[src/rtl/vga_sync_decoder.sv]
// vga_sync_decoder: recovers column/row from async VGA syncs and tracks line/frame lock.
// Sync inputs are sampled on pix_en ticks; outputs are registered one clk behind the counters.
module vga_sync_decoder #(
   parameter int H_TOTAL    = 800,
   parameter int H_PULSE    = 96,
   parameter int H_BP       = 48,
   parameter int H_ACTIVE   = 640,
   parameter int V_TOTAL    = 521,
   parameter int V_PULSE    = 2,
   parameter int V_BP       = 29,
   parameter int V_ACTIVE   = 480,
   parameter int H_TOL      = 1,
   parameter int LOCK_LINES = 4
) (
   input  logic       clk,
   input  logic       rst_l,
   input  logic       pix_en,
   input  logic       hsync_in,
   input  logic       vsync_in,
   output logic [9:0] col,
   output logic [8:0] row,
   output logic       active,
   output logic       locked,
   output logic       frame_start,
   output logic       sync_err
);
   typedef enum logic [1:0] {HUNT, VSEEK, LOCKED} state_e;

   localparam logic [10:0] L_MIN = 11'(H_TOTAL - H_TOL);
   localparam logic [10:0] L_MAX = 11'(H_TOTAL + H_TOL);
   localparam logic [10:0] H_LO  = 11'(H_PULSE + H_BP);
   localparam logic [10:0] H_HI  = 11'(H_PULSE + H_BP + H_ACTIVE);
   localparam logic [10:0] V_LO  = 11'(V_PULSE + V_BP);
   localparam logic [10:0] V_HI  = 11'(V_PULSE + V_BP + V_ACTIVE);
   localparam logic [9:0]  V_LIM = 10'(V_TOTAL + 1);
   localparam logic [9:0]  C_MAX = 10'h3ff;
   localparam logic [2:0]  G_LOCK = 3'(LOCK_LINES);

   state_e      state_q, state_d;
   logic [2:0]  gcnt_q, gcnt_d;
   logic [2:0]  hs_q, hs_d, vs_q, vs_d;
   logic [9:0]  hcnt_q, hcnt_d, vcnt_q, vcnt_d;
   logic        vpend_q, vpend_d;
   logic [9:0]  col_d;
   logic [8:0]  row_d;
   logic        active_q, active_d, fs_q, fs_d, se_q, se_d;
   logic [10:0] line_len;
   logic        hs_fall, vs_fall, line_good, good_line, bad_line, lost, h_in, v_in;

   // bit 0 is s1, bit 2 is s3; an edge is s3 high while s2 already low
   always_comb begin
      hs_d      = pix_en ? {hs_q[1:0], hsync_in} : hs_q;
      vs_d      = pix_en ? {vs_q[1:0], vsync_in} : vs_q;
      hs_fall   = pix_en & hs_q[2] & ~hs_q[1];
      vs_fall   = pix_en & vs_q[2] & ~vs_q[1];
      line_len  = {1'b0, hcnt_q} + 11'd1;
      line_good = (line_len >= L_MIN) && (line_len <= L_MAX);
      good_line = hs_fall & line_good;
      bad_line  = hs_fall & ~line_good;
      hcnt_d    = ~pix_en ? hcnt_q : hs_fall ? 10'd0 : (hcnt_q == C_MAX) ? hcnt_q : hcnt_q + 10'd1;
      vcnt_d    = ~hs_fall ? vcnt_q : (vpend_q | vs_fall) ? 10'd0 :
                  (vcnt_q == C_MAX) ? vcnt_q : vcnt_q + 10'd1;
      vpend_d   = hs_fall ? 1'b0 : (vs_fall | vpend_q);
      lost      = (state_q == LOCKED) &
                  (bad_line | (pix_en & (hcnt_d == C_MAX)) | (hs_fall & (vcnt_d == V_LIM)));
   end

   always_ff @(posedge clk or negedge rst_l) begin
      if (!rst_l) begin
         state_q <= HUNT;
         gcnt_q  <= '0;
      end else begin
         state_q <= state_d;
         gcnt_q  <= gcnt_d;
      end
   end

   always_comb begin
      state_d = state_q;
      gcnt_d  = gcnt_q;
      unique case (state_q)
         HUNT: begin
            if (bad_line) gcnt_d = '0;
            else if (good_line) begin
               gcnt_d  = (gcnt_q + 3'd1 == G_LOCK) ? 3'd0 : gcnt_q + 3'd1;
               state_d = (gcnt_q + 3'd1 == G_LOCK) ? VSEEK : HUNT;
            end
         end
         VSEEK: begin
            if (bad_line) state_d = HUNT;
            else if (vs_fall) state_d = LOCKED;
         end
         LOCKED: begin
            if (lost) begin
               state_d = HUNT;
               gcnt_d  = '0;
            end
         end
         default: begin
            state_d = HUNT;
            gcnt_d  = '0;
         end
      endcase
   end

   // loss of lock wins over a coincident vsync edge
   always_comb begin
      fs_d     = vs_fall & (((state_q == VSEEK) & ~bad_line) | ((state_q == LOCKED) & ~lost));
      se_d     = lost;
      h_in     = ({1'b0, hcnt_q} >= H_LO) && ({1'b0, hcnt_q} < H_HI);
      v_in     = ({1'b0, vcnt_q} >= V_LO) && ({1'b0, vcnt_q} < V_HI);
      col_d    = h_in ? hcnt_q - H_LO[9:0] : '0;
      row_d    = v_in ? 9'(vcnt_q - V_LO[9:0]) : '0;
      active_d = h_in & v_in & (state_q == LOCKED);
   end

   always_ff @(posedge clk or negedge rst_l) begin
      if (!rst_l) begin
         hs_q     <= '1;
         vs_q     <= '1;
         hcnt_q   <= '0;
         vcnt_q   <= '0;
         vpend_q  <= 1'b0;
         col      <= '0;
         row      <= '0;
         active_q <= 1'b0;
         fs_q     <= 1'b0;
         se_q     <= 1'b0;
      end else begin
         hs_q     <= hs_d;
         vs_q     <= vs_d;
         hcnt_q   <= hcnt_d;
         vcnt_q   <= vcnt_d;
         vpend_q  <= vpend_d;
         col      <= col_d;
         row      <= row_d;
         active_q <= active_d;
         fs_q     <= fs_d;
         se_q     <= se_d;
      end
   end

   assign active      = active_q;
   assign locked      = (state_q == LOCKED);
   assign frame_start = fs_q;
   assign sync_err    = se_q;
endmodule

[config.mk]
export PLATFORM = sky130hd
export DESIGN_NAME = vga_sync_decoder
export DESIGN_NICKNAME = d
export VERILOG_FILES = /design/src/rtl/vga_sync_decoder.sv
export SDC_FILE = /design/constraint.sdc
export NUM_CORES = 1
export LEC_CHECK = 0
export CAP_MARGIN = 25
export CORE_MARGIN = 2
export CORE_UTILIZATION = 33
export CTS_BUF_LIST = sky130_fd_sc_hd__clkbuf_8
export DETAILED_ROUTE_END_ITERATION = 12
export PLACE_DENSITY_LB_ADDON = 0.12
export SLEW_MARGIN = 20
export SYNTH_ARGS = -nofsm -noshare
export SYNTH_HDL_FRONTEND = slang
export SYNTH_SLANG_ARGS = --single-unit
[constraint.sdc]
create_clock -name clk -period 7.3 [get_ports clk]
set_input_delay 1.825 -clock clk [delete_from_list [all_inputs] [get_ports clk]]
set_output_delay 1.825 -clock clk [all_outputs]
set_load 0.02 [all_outputs]
==> impl_metrics.yaml <==
clocking:
  post-cts-setup-buffer-count: 0
  post_cts_hold_buffer_count: 0
  quantity_of_gates_resized_following_cts: 0
  cts.root.buffer_cell: "clkbuf_8"
  clk_latency_worst_skew_pair_ps: 310
  number_of_buffers_created_by_cts: 5
  ctsHtreeMaxLevel: 2
  clock-sinks: 54
  max-clock-path-buffers: 2
  cts_tree: "built"
  clk_pin_slew_worst_paths_ps: 100
final_layout:
  finalCoreUtilization_pct: 37.55
  multi_input_combinational_cell_area_um2: 1623
  final_net_count: 351
  seqCellArea_um2: 1359
  synthToLayoutAreaGrowth_pct: 12.39
  diodes_inserted: 0
  nFillCells: 1006
  final_layout_size_suffix_gt1_share_pct: 16.07
run:
  cap_violations: 0
drt:
  routed_via_density: 4.936
  drt_pass1_iterations: 4
  ant_nets: 0
  routed_wl_um: 6899
  drt-wirelength-per-cell_um: 14.71
  drc_errors: 0
  dr_total_vias: 2315
  initialDrtViolationCount: 79
die:
  num_io_pins: 28
  die_width_um: 102.8
  dieHeight_um: 102.8
  die_area_um2: 10570
  core_um2: 9639
  start_util_pct: 33.41
  row_count: 36
sta:
  final-hold-violation-count: 0
  timing_max_transition_violations_final: 0
  setup_total_negative_slack_ps: 0
  fin_crit_ps: 4562
  fin_crit_sh_pct: 62.49
  fin_worst_skew_ps: 7.655
  setup_repair_after_global_routing_missed_its_margin: "false"
  timing.final.setup_violations: 0
  achievable-frequency_mhz: 219.2
  slew_headroom_pct: 52.08
  worst-slew-pin-transition_ps: 718.8
status:
  status: "finished clean"
synthesis:
  synthesis.area_per_instance_um2: 10.10
  yosys.cell_types.count: 73
  synth_fp_nets: 335
  number_of_enable_type_register_cells_in_the_synthesized_netlist: 0
  synth.yosys.warnings: 0
  seq_area_frac_synth_pct: 42.19
  syn_area_um2: 3221
  asyncSetResetFlopFracSynth_pct: 100.0
  synth_cells: 319
  synth_ff_type: "dfrtp_1"
  register_bit_count_reported_by_yosys: 54
grt:
  grt_pass1_wl_um: 11700
  grt_antenna_before_repair: 0
  groute.usage.overall_pct: 14.18
  grt.overflow.total: 0
  grt_start_max_net_pins: 55
  grt_pass1_vias: 2286
pwr:
  vdd_ir_drop_max_mv: 0.1103
  p_per_area_nw_per_um2: 222.7
  cellLeakagePower_uw: 0.001454
hold_path:
  holdPathStages: 2
  hp-class: "flip-flop to flip-flop"
placement:
  buffer_ports.inserted: 27
  place.gp.congestion: 0.8259
  detailed_place_hpwl_um: 5019
setup_path:
  worst-endpoint-arrival_ps: 4800
  worst-r2r-cell-count: 8
  critical_path_required_ps: 7540
  worstPathMaxFanout: 16
  setup.worst_path.class: "input port to flip-flop"
  kind_of_start_point_of_the_critical_path: "input port"
  crit_path_end_kind: "flip-flop"
flip-flops by register name, indices dropped and copies added (netlist names):
name / cells
hs_q: 3
row: 9
hcnt_q: 10
col: 10
gcnt_q: 3
vs_q: 3
state_q: 2
vcnt_q: 10
active: 1
vpend_q: 1
frame_start: 1
sync_err: 1
routing by layer:
layer / GRT usage, % / part of all wire, % / up-vias
li1: - / - / 1156
met1: 18.49 / 46 / 1100
met2: 23.63 / 49 / 51
met3: 3.051 / 3.4 / 8
met4: 4.453 / 1.8 / 0
met5: 0 / 0 / -
path summary, 6_finish.rpt:
kind | end | startpoint | slack [ps]
setup / recovery | gcnt_q[2] | pix_en | 2740
max in group asynchronous | hcnt_q[8] | rst_l | 5220
min in group asynchronous | col[8] | rst_l | 1610
hold / removal | vpend_q | vpend_q | 510
setup reg to reg | gcnt_q[2] | hcnt_q[4] | 4270
hold reg to reg | vpend_q | vpend_q | 510
through the flow:
stage                     power (uW)  worst slack, ps  instance area [um^2]  cells  hold slack (ps)
after detailed placement       605.5             2388                  3503    461            494.7
after floorplan                566.5             3895                  3221    319            463.2
after global routing           871.1             2449                  3620    469            571.7
after CTS                      821.9             2705                  3620    469            518.5
after global placement         605.5             2463                  3503    461            491.1
final                          806.2             2738                  3620    469            511.9
area by class of cell:
cell class                      count  share of cell area [%]
Multi-Input combinational cell    225                   44.83
Clock buffer                        5                   1.901
Clock inverter                      3                   1.314
Inverter                           20                   2.074
Sequential cell                    54                   37.54
Tap cell                          133                   4.597
Timing Repair Buffer               29                   7.743
worst max-delay path: stages:
cell and delay (ps):
clkdlybuf4s50_1 920, nand3b_1 530, nor4_2 370, a211oi_1 150, a21boi_2 170, and4b_1 210, or4_4 470, o22ai_2 150
where the power goes:
part / internal [uW] / switching [uW]
combinational: 83.9 / 115
clock: 104 / 106
sequential: 335 / 62.9
Yosys cell counts, types with 6 or more instances:
cell type	n	area (um^2)
a21oi_1	10	50.05
buf_4	8	60.06
buf_6	6	67.56
dfrtp_1	48	1201
dfstp_2	6	157.7
ha_1	11	137.6
inv_1	20	75.07
mux2_2	7	78.83
nand2_1	9	33.78
nand3_1	15	75.07
nor2_1	40	150.1
nor3_1	12	60.06
o21ai_0	10	50.05
xnor2_1	13	113.9
kinds of logic (layout without fill, tap and decap cells):
logic type / after synthesis / after routing / synth area share [%]
muxes: 10 / 10 / 3.769
DFF: 54 / 54 / 42.19
AOI/OAI and AO/OA: 57 / 57 / 13.87
buffers and inverters: 40 / 57 / 7.420
xor gates and xnor gates: 19 / 19 / 5.400
adders and majority gates: 11 / 11 / 4.273
and+or+nand+nor: 128 / 128 / 23.08
cell usage in the layout, fill, tap and decap left out, types with 5 or more instances in the layout:
master,instances
a21oi_1,10
clkbuf_8,5
clkdlybuf4s50_1,26
dfrtp_1,48
dfstp_2,6
ha_1,11
inv_1,20
mux2_2,7
nand2_1,9
nand3_1,15
nand4_1,5
nor2_1,40
nor3_1,12
o211ai_1,5
o21ai_0,10
xnor2_1,13
xor2_1,5
No activity file was read; power rests on OpenSTA's default activity.
